$ cat src/rtl/ir_fetch_ctrl.sv
// ir_fetch_ctrl: two-byte instruction fetch sequencer.
// Reads lo/hi bytes from memory and writes them into the IR register.
module ir_fetch_ctrl #(
  parameter int TIMEOUT = 16
) (
  input  logic        Clock,
  input  logic        Reset,
  input  logic        Start,
  input  logic        Abort,
  input  logic [15:0] PCIn,
  input  logic [7:0]  MemData,
  input  logic        MemReady,
  output logic [15:0] MemAddr,
  output logic        MemRead,
  output logic        RegE,
  output logic [2:0]  RegFunSel,
  output logic [15:0] RegI,
  output logic        PCInc,
  output logic        Busy,
  output logic        Done,
  output logic        Err,
  output logic [15:0] IROut
);

  typedef enum logic [2:0] {
    IDLE, RD_LO, WR_LO, RD_HI, WR_HI, DONE, ERR
  } state_t;

  localparam logic [7:0] TLAST = 8'(TIMEOUT - 1);

  state_t      state, next;
  logic [15:0] addr;
  logic [7:0]  lo, hi;
  logic [15:0] ir;
  logic [7:0]  cnt;
  logic        rd;

  assign rd = (state == RD_LO) || (state == RD_HI);

  always_comb begin
    next = state;
    unique case (state)
      IDLE:  if (Start) next = RD_LO;
      RD_LO: begin
        if (Abort)              next = IDLE;
        else if (MemReady)      next = WR_LO;
        else if (cnt == TLAST)  next = ERR;
      end
      WR_LO: next = Abort ? IDLE : RD_HI;
      RD_HI: begin
        if (Abort)              next = IDLE;
        else if (MemReady)      next = WR_HI;
        else if (cnt == TLAST)  next = ERR;
      end
      WR_HI: next = Abort ? IDLE : DONE;
      DONE:  next = IDLE;
      ERR:   next = IDLE;
      default: next = IDLE;
    endcase
  end

  // cnt tracks consecutive MemReady-low cycles; cleared on any state change
  always_ff @(posedge Clock or negedge Reset) begin
    if (!Reset) begin
      state <= IDLE;
      addr  <= '0;
      lo    <= '0;
      hi    <= '0;
      ir    <= '0;
      cnt   <= '0;
    end else begin
      state <= next;
      if (next != state)
        cnt <= '0;
      else if (rd && !MemReady)
        cnt <= cnt + 8'd1;
      if (state == IDLE && Start)
        addr <= PCIn;
      if (state == RD_LO && MemReady && !Abort)
        lo <= MemData;
      if (state == RD_HI && MemReady && !Abort)
        hi <= MemData;
      if (state == WR_HI && !Abort)
        ir <= {hi, lo};
    end
  end

  always_comb begin
    MemAddr   = addr;
    MemRead   = 1'b0;
    RegE      = 1'b0;
    RegFunSel = 3'b000;
    RegI      = 16'h0000;
    PCInc     = 1'b0;
    Busy      = 1'b0;
    Done      = 1'b0;
    Err       = 1'b0;
    unique case (state)
      IDLE: ;
      RD_LO: begin
        MemRead = 1'b1;
        Busy    = 1'b1;
      end
      WR_LO: begin
        Busy = 1'b1;
        if (!Abort) begin
          RegE      = 1'b1;
          RegFunSel = 3'b101;
          RegI      = {8'h00, lo};
          PCInc     = 1'b1;
        end
      end
      RD_HI: begin
        MemRead = 1'b1;
        MemAddr = addr + 16'd1;
        Busy    = 1'b1;
      end
      WR_HI: begin
        Busy = 1'b1;
        if (!Abort) begin
          RegE      = 1'b1;
          RegFunSel = 3'b110;
          RegI      = {8'h00, hi};
          PCInc     = 1'b1;
        end
      end
      DONE: Done = 1'b1;
      ERR:  Err  = 1'b1;
      default: ;
    endcase
  end

  assign IROut = ir;

endmodule

$ cat config.mk
export PLATFORM = sky130hd
export DESIGN_NAME = ir_fetch_ctrl
export DESIGN_NICKNAME = d
export VERILOG_FILES = /design/src/rtl/ir_fetch_ctrl.sv
export SDC_FILE = /design/constraint.sdc
export NUM_CORES = 1
export LEC_CHECK = 0
export CAP_MARGIN = 25
export CORE_ASPECT_RATIO = 0.7
export CORE_MARGIN = 2
export CORE_UTILIZATION = 51
export DETAILED_ROUTE_END_ITERATION = 6
export MAX_ROUTING_LAYER = met4
export PLACE_DENSITY = 0.92
export SYNTH_ARGS = -nofsm -noshare
export SYNTH_HDL_FRONTEND = slang
export SYNTH_SLANG_ARGS = --single-unit
$ cat constraint.sdc
create_clock -name Clock -period 3.3 [get_ports Clock]
set_clock_uncertainty 0.15 [all_clocks]
set_input_delay 0.495 -clock Clock [delete_from_list [all_inputs] [get_ports Clock]]
set_output_delay 0.495 -clock Clock [all_outputs]
set_load 0.01 [all_outputs]
Word-level counts from Yosys, hierarchy flattened
Cells that the tools add are included.
{ "op_classes": {"n_addsub": 2, "n_mux": 23, "n_eq_ne": 8, "reduce_logical": 15} }
{ "op_table": {"columns": ["op", "n"], "rows": [
  ["$mux W8", 4],
  ["$mux W3", 8],
  ["$add A16 B1 Y16 const B", 1],
  ["$mux W16", 1],
  ["$pmux W8 S2", 1],
  ["$pmux W3 S5", 1],
  ["$eq A3 B3 Y1 const B", 3],
  ["$add A8 B1 Y8 const B", 1],
  ["$eq A8 B4 Y1 const B", 1],
  ["$logic_and A1 B1 Y1", 7],
  ["$eq A3 B2 Y1 const B", 2],
  ["$mux W1", 6],
  ["$pmux W3 S2", 1],
  ["$reduce_or A2 Y1", 2],
  ["$reduce_or A4 Y1", 1],
  ["$eq A3 B1 Y1 const B", 1],
  ["$logic_not A3 Y1", 1],
  ["$ne A3 B3 Y1", 1],
  ["$logic_not A1 Y1", 2],
  ["$mux W2", 1],
  ["$reduce_bool A2 Y1", 1],
  ["$logic_or A1 B1 Y1", 1]
]} }
{ "word_totals": {"regBits": 59, "output_inout_bits": 57} }

Logic depth before layout (Yosys ltp)
Gate-level depths: netlist of the first run.
{ "depth": {"ltp_word": 7, "depth_mapped": 6, "mapped_depth_nobuf": 5} }

Worst setup path after synthesis of the first run
Ideal clock, no wire load.
{ "synth_path": {"kind": "input to output", "from": "input Abort", "to": "output RegI[0]", "cell_stages": 3, "required_time_ns": 2.655, "t_arrival_ns": 1.628, "setup_slack_ns": 1.027, "n_path_buf": 1, "cell_sequence": "buf_2 > nor4b_2 > a22o_1"} }
{ "synth_between": {"elab_chain_len": 2, "word_cells_on_any_way": 3, "cone_classes": "mux (3)"} }
{ "synth_rtl": {"columns": ["element", "line", "text"], "rows": [
  ["start: declaration", "9", "input logic Abort,"],
  ["$mux W8 (on tied branches)", "120, 106", null],
  ["$pmux W8 S2 *", "98", "unique case (state)"],
  ["end: declaration", "17", "output logic [15:0] RegI,"]
]} }
Mark *: on every way between the ends. The rest lies on a longest branch, timed or not.

Final worst setup path of the first run
{ "layout_path": {"from": "register state[1]", "to": "output MemAddr[14]"} }
{ "layout_between": {"elab_chain_len": 2} }
{ "layout_rtl": {"columns": ["element", "line", "text"], "rows": [
  ["start: declaration", "31", "state_t state, next;"],
  ["start signal: assignment", "72", "state <= next;"],
  ["$eq A3 B2 Y1", "98", null],
  ["$mux W16", "98", null],
  ["end: declaration", "13", "output logic [15:0] MemAddr,"]
]} }
Every way passes these cells.

==> impl_metrics.yaml, run 1 <==
setup_path:
  crit_buf_inv: 1
  r2r_cells: 5
  crit_family: "simple AND/OR/NAND/NOR gates"
  crit_chain: "nand4b_4 > nor2_1 > nand4_1 > xnor2_1 > clkdlybuf4s50_1"
  worst-endpoint-required_ps: 2650
  reg2reg_slack_ps: 1140
  rr_startpoint: "state[1]$_DFF_PN0_"
  critPathLaunchType: "register"
  arrival_ps: 2500
  worstPathMaxFanout: 12
  r2r-end: "IROut[10]$_DFFE_PN0N_"
  critPathCaptureType: "primary output"
  slowest_stage: "dfrtp_1"
  slowest_delay_ps: 590
  path_class: "reg2out"
final_layout:
  synthToLayoutAreaGrowth_pct: 33.59
  regArea_um2: 1478
  antenna_cells: 0
  utilization_pct: 70.05
  fill_cells: 406
  multi_input_area_um2: 1391
  drive_gt1_share_pct: 24.70
  finalNetCount: 358
  instances_no_fill: 407
sta:
  worst_slew_pin_slew_ps: 852.4
  max-slew-margin-rel_pct: 43.17
  finalCritPeriodShare_pct: 95.41
  rsz0062_at_grt: "false"
  setup_violations: 0
  slew_violations: 0
  finalHoldViolations: 0
  fmax_mhz: 317.6
  fin_tns_setup_ps: 0
  period_needed_ps: 3148
clocking:
  clockBufferDepth: 2
  clk_pin_slew_ps: 60
  htreeDepth: 3
  numCtsBuffers: 9
  post-cts-setup-buffer-count: 0
  cts_tree: "built"
  cts-root-buf: "clkbuf_8"
  clk_latency_ps: 330
  cts.sinks: 59
drt:
  wl_mm: 6.600
  viasPerCell: 5.292
  post_drt_wl_per_cell_um: 16.22
  drc_errors: 0
  final_antenna_net_count: 0
  dr_total_vias: 2154
  dr.pass1.iters: 4
  drt_iter0_markers: 106
synthesis:
  synth_seq_area_share_pct: 49.66
  ys_ff_latch: 59
  ys.warnings.count: 0
  syn_area_um2: 2973
  yosysUniqueCellTypes: 44
  synthCells: 244
  synth-edff-count: 0
  synthArstFlopShare_pct: 100.0
  avgSynthCellArea_um2: 12.18
  synth_ff_type: "dfrtp_1"
global_route:
  grt_first_pass_wirelength_mm: 10.56
  grt_start_max_net_pins: 40
  overflow: 0
  grt_pass1_vias: 2199
  track_usage_pct: 22.84
  grt_antenna_before_repair: 0
place:
  hpwl_mm: 4.689
  dp_cells: 391
  io_buffers: 77
  gp_congestion: 0.8006
floorplan:
  die_h_um: 67.88
  die_w_um: 95.26
  ios: 86
  fp-row-count: 23
  dieArea_um2: 6466
  start_util_pct: 52.44
  core_area_um2: 5669
worst_hold_path:
  hold_path_class: "in2async"
power:
  power.total_uw: 3279
  power.leakage_uw: 0.001718
  ir_drop_mv: 0.5213
  power_density_nw_per_um2: 825.6
status:
  status: "complete, no violations"
run:
  maxCapViolCount: 0
## metal layers
layer / vias to the layer above / track usage [%] / share of wire (%)
met5: - / - / 0
met4: 0 / 8.877 / 1.1
met3: 10 / 7.819 / 8.5
met2: 78 / 35.92 / 47
met1: 1056 / 27.53 / 43
li1: 1010 / - / -
## kinds of logic after synthesis
family	share of synthesized area (%)
simple gates	14.06
xor+xnor	7.071
buf+inv	4.714
fa+ha+maj	0.8416
compound gates	4.630
flops	49.66
other cells	0.1261
mux	18.90
## Yosys cell counts, drive strengths merged (2+ instances only)
cell type | count | area (µm²)
mux2 | 49 | 551.8
nor4 | 3 | 40.04
nand3 | 4 | 20.02
nor3 | 4 | 20.02
nand2 | 15 | 56.30
nor2 | 20 | 77.58
nor3b | 2 | 31.28
xor2 | 7 | 61.31
dfrtp | 59 | 1476
and3 | 3 | 18.77
ha | 2 | 25.02
a21oi | 3 | 15.01
inv | 3 | 11.26
xnor2 | 17 | 148.9
buf | 19 | 128.9
a22o | 8 | 70.07
nand4 | 6 | 37.54
## worst max path at each step
| stage | start | to | depth (start not counted) |
|---|---|---|---|
| 2_1_floorplan | Abort | RegI[0] | 3 |
| 3_3_place_gp | Abort | RegI[7] | 6 |
| 3_5_place_dp | Abort | RegI[2] | 6 |
| 4_1_cts | state[0]$_DFF_PN0_ | MemAddr[15] | 5 |
| 5_1_grt | addr[3]$_DFFE_PN0P_ | MemAddr[12] | 5 |
| 6_report | state[1]$_DFF_PN0_ | MemAddr[14] | 5 |
## final cells by class
| cell class | count | share of cell area (%) |
|---|---|---|
| sequential | 59 | 37.21 |
| multi-input combinational | 170 | 35.03 |
| timing repair buffer | 84 | 20.60 |
| clock buffer | 11 | 3.812 |
| tap | 75 | 2.363 |
| clock inverter | 5 | 0.6931 |
| inverter | 3 | 0.2836 |
## metrics by stage
stage	instance area (µm²)	setup slack (ps)	hold WS (ps)
after floorplan	2999	1027	49.41
after global placement	3782	492.8	327.3
after detailed placement	3782	464.7	335.0
after CTS	3961	79.43	137.4
after global routing	3971	56.61	191.9
final	3971	151.6	119.1
## power by group
| group | internal, µW | switching [µW] |
|---|---|---|
| registers | 1030 | 292 |
| logic | 834 | 541 |
| clock network | 307 | 275 |
| total | 2170 | 1110 |
## what timing repair did
action | CTS | global route
hold buffers | 0 | 0
endpoints found under the setup margin | 0 | 4
gates resized for setup | 0 | 2
## state kept, by name, summed over array words and instances (netlist names)
register  flops
addr         16
lo            8
IROut        16
cnt           8
hi            8
state         3
## cells in the final DEF, fill, tap and decap left out, types with 2 or more instances in the layout
master / n
nor4_4: 2
and3_1: 3
inv_1: 3
nor2_1: 19
nand3_1: 4
a22o_1: 8
nand2_1: 15
xor2_1: 7
conb_1: 8
clkdlybuf4s50_1: 76
buf_4: 7
clkinv_2: 4
mux2_2: 48
xnor2_1: 17
a21oi_1: 3
ha_1: 2
nor3_1: 4
dfrtp_1: 58
clkbuf_8: 11
nand4_1: 6
Note: power is estimated with default switching activity, not from simulation.
==> run 2, diff against run 1 <==
--- a/config.mk
+++ b/config.mk
@@ -8,10 +8,11 @@
 export CAP_MARGIN = 25
 export CORE_ASPECT_RATIO = 0.7
 export CORE_MARGIN = 2
-export CORE_UTILIZATION = 51
+export CORE_UTILIZATION = 55
 export DETAILED_ROUTE_END_ITERATION = 6
+export DONT_BUFFER_PORTS = 1
 export MAX_ROUTING_LAYER = met4
-export PLACE_DENSITY = 0.92
+export PLACE_DENSITY = 0.77
 export SYNTH_ARGS = -nofsm -noshare
 export SYNTH_HDL_FRONTEND = slang
 export SYNTH_SLANG_ARGS = --single-unit
==> impl_metrics.yaml, run 2 (same netlist as run 1, synthesis figures left out) <==
floorplan:
  start_util_pct: 56.84
  ios: 86
  die_h_um: 65.51
  die_w_um: 91.88
  fp-row-count: 22
  dieArea_um2: 6019
  core_area_um2: 5230
power:
  power_density_nw_per_um2: 878.3
  power.leakage_uw: 0.001414
  ir_drop_mv: 0.4436
worst_hold_path:
  hold_depth: 1
  hold_path_class: "in2reg"
global_route:
  overflow: 0
  grt_start_max_net_pins: 60
  grt_first_pass_wirelength_mm: 8.887
  track_usage_pct: 19.96
  grt_pass1_vias: 1782
  grt_antenna_before_repair: 0
sta:
  setup_violations: 0
  slew_violations: 0
  rsz0062_at_grt: "false"
  hold_slack_ps: 86.84
  finalHoldViolations: 0
  finalCritPeriodShare_pct: 82.16
  fmax_mhz: 368.8
  period_needed_ps: 2711
  fin_tns_setup_ps: 0
  layout_setup_ws_ps: 588.9
  max-slew-margin-rel_pct: 45.27
  worst_slew_pin_slew_ps: 820.0
clocking:
  clk_latency_ps: 330
  cts-root-buf: "clkbuf_8"
  clockBufferDepth: 2
  clk_pin_slew_ps: 60
  cts_resized: 0
  cts_tree: "built"
  cts.sinks: 59
  numCtsBuffers: 9
  htreeDepth: 3
place:
  dp_slack_ps: 924.7
  hpwl_mm: 3.777
  io_buffers: 0
  gp_congestion: 0.7687
setup_path:
  arrival_ps: 2070
  slowest_stage: "dfrtp_1"
  critPathCaptureType: "primary output"
  worstPathMaxFanout: 17
  worst-endpoint-required_ps: 2650
  critPathLaunchType: "register"
  crit_chain: "nand4b_4 > nor4_2 > nand3_1 > xnor2_1"
  r2r_cells: 4
  cp.depth: 4
  path_class: "reg2out"
  crit_family: "simple AND/OR/NAND/NOR gates"
  slowest_delay_ps: 670
  crit_buf_inv: 0
final_layout:
  mostFrequentLayoutCell: "dfrtp_1"
  finalNetCount: 278
  antenna_cells: 0
  synthToLayoutAreaGrowth_pct: 8.123
  fill_cells: 432
  drive_gt1_share_pct: 29.88
  layout_common_cells: "dfrtp_1, mux2_2, nor2_1, xnor2_1, nand2_1"
drt:
  drt_iter0_markers: 50
  viasPerCell: 5.622
  final_antenna_net_count: 0
  wl_mm: 5.441
  dr.pass1.iters: 4
  post_drt_wl_per_cell_um: 16.85
  dr_total_vias: 1816
  drc_errors: 0
run:
  maxCapViolCount: 0
status:
  status: "complete, no violations"
==> run 2: changes by cell type in the layout (fill, tap and decap cells not counted), sizes merged <==
cell / change
buf: -5
bufinv: +1
clkdlybuf4s50: -76
clkinv: -3
clkinvlp: +1
dlygate4sd3: +1
==> run 2: repair_timing <==
action / 4_1_cts / 5_1_grt
endpoints found under the hold margin: 59 / 0
hold buffers: 2 / 0
setup buffers: 0 / 0
==> run 2: cell type report <==
cell class	count	area [µm²]	area share [%]
multi-input cells	170	1383	43.01
well taps	72	90.09	2.803
inverters	3	11.26	0.3503
clock inverters	4	50.05	1.557
repair buffers	4	52.55	1.635
flip-flops and latches	59	1476	45.93
clock buffers	11	151.4	4.710
==> run 2: where the power goes <==
part,switching (µW),internal [µW]
clock,270,384
combinational,371,419
sequential,352,1030
total,992,1830
==> run 2: path summary, 6_finish.rpt <==
check                                   startpoint                     to  slack (ps)
worst min-delay path                         Abort     state[2]$_DFF_PN0_          90
worst max-delay path            state[0]$_DFF_PN0_            MemAddr[15]         590
worst min register to register   hi[7]$_DFFE_PN0P_  IROut[15]$_DFFE_PN0N_         370
worst max register to register  state[2]$_DFF_PN0_   addr[15]$_DFFE_PN0P_        1030
min in group asynchronous                    Reset   IROut[9]$_DFFE_PN0N_         540
max in group asynchronous                    Reset     state[1]$_DFF_PN0_        2210
==> run 2: metrics by stage <==
stage	instance area [µm²]	power (µW)	utilization, %	instances
2_1_floorplan	2999	2019	-	251
3_3_place_gp	2975	2142	56.89	306
3_5_place_dp	2975	2174	56.89	306
4_1_cts	3214	2853	61.46	323
5_1_grt	3214	3001	61.46	323
6_report	3214	2823	61.46	323
==> run 2: routing by layer <==
layer | global-route usage [%] | routed length (µm)
met4 | 7.463 | 51
met3 | 7.569 | 448
met5 | - | 0
met1 | 27.71 | 2577
met2 | 26.65 | 2364
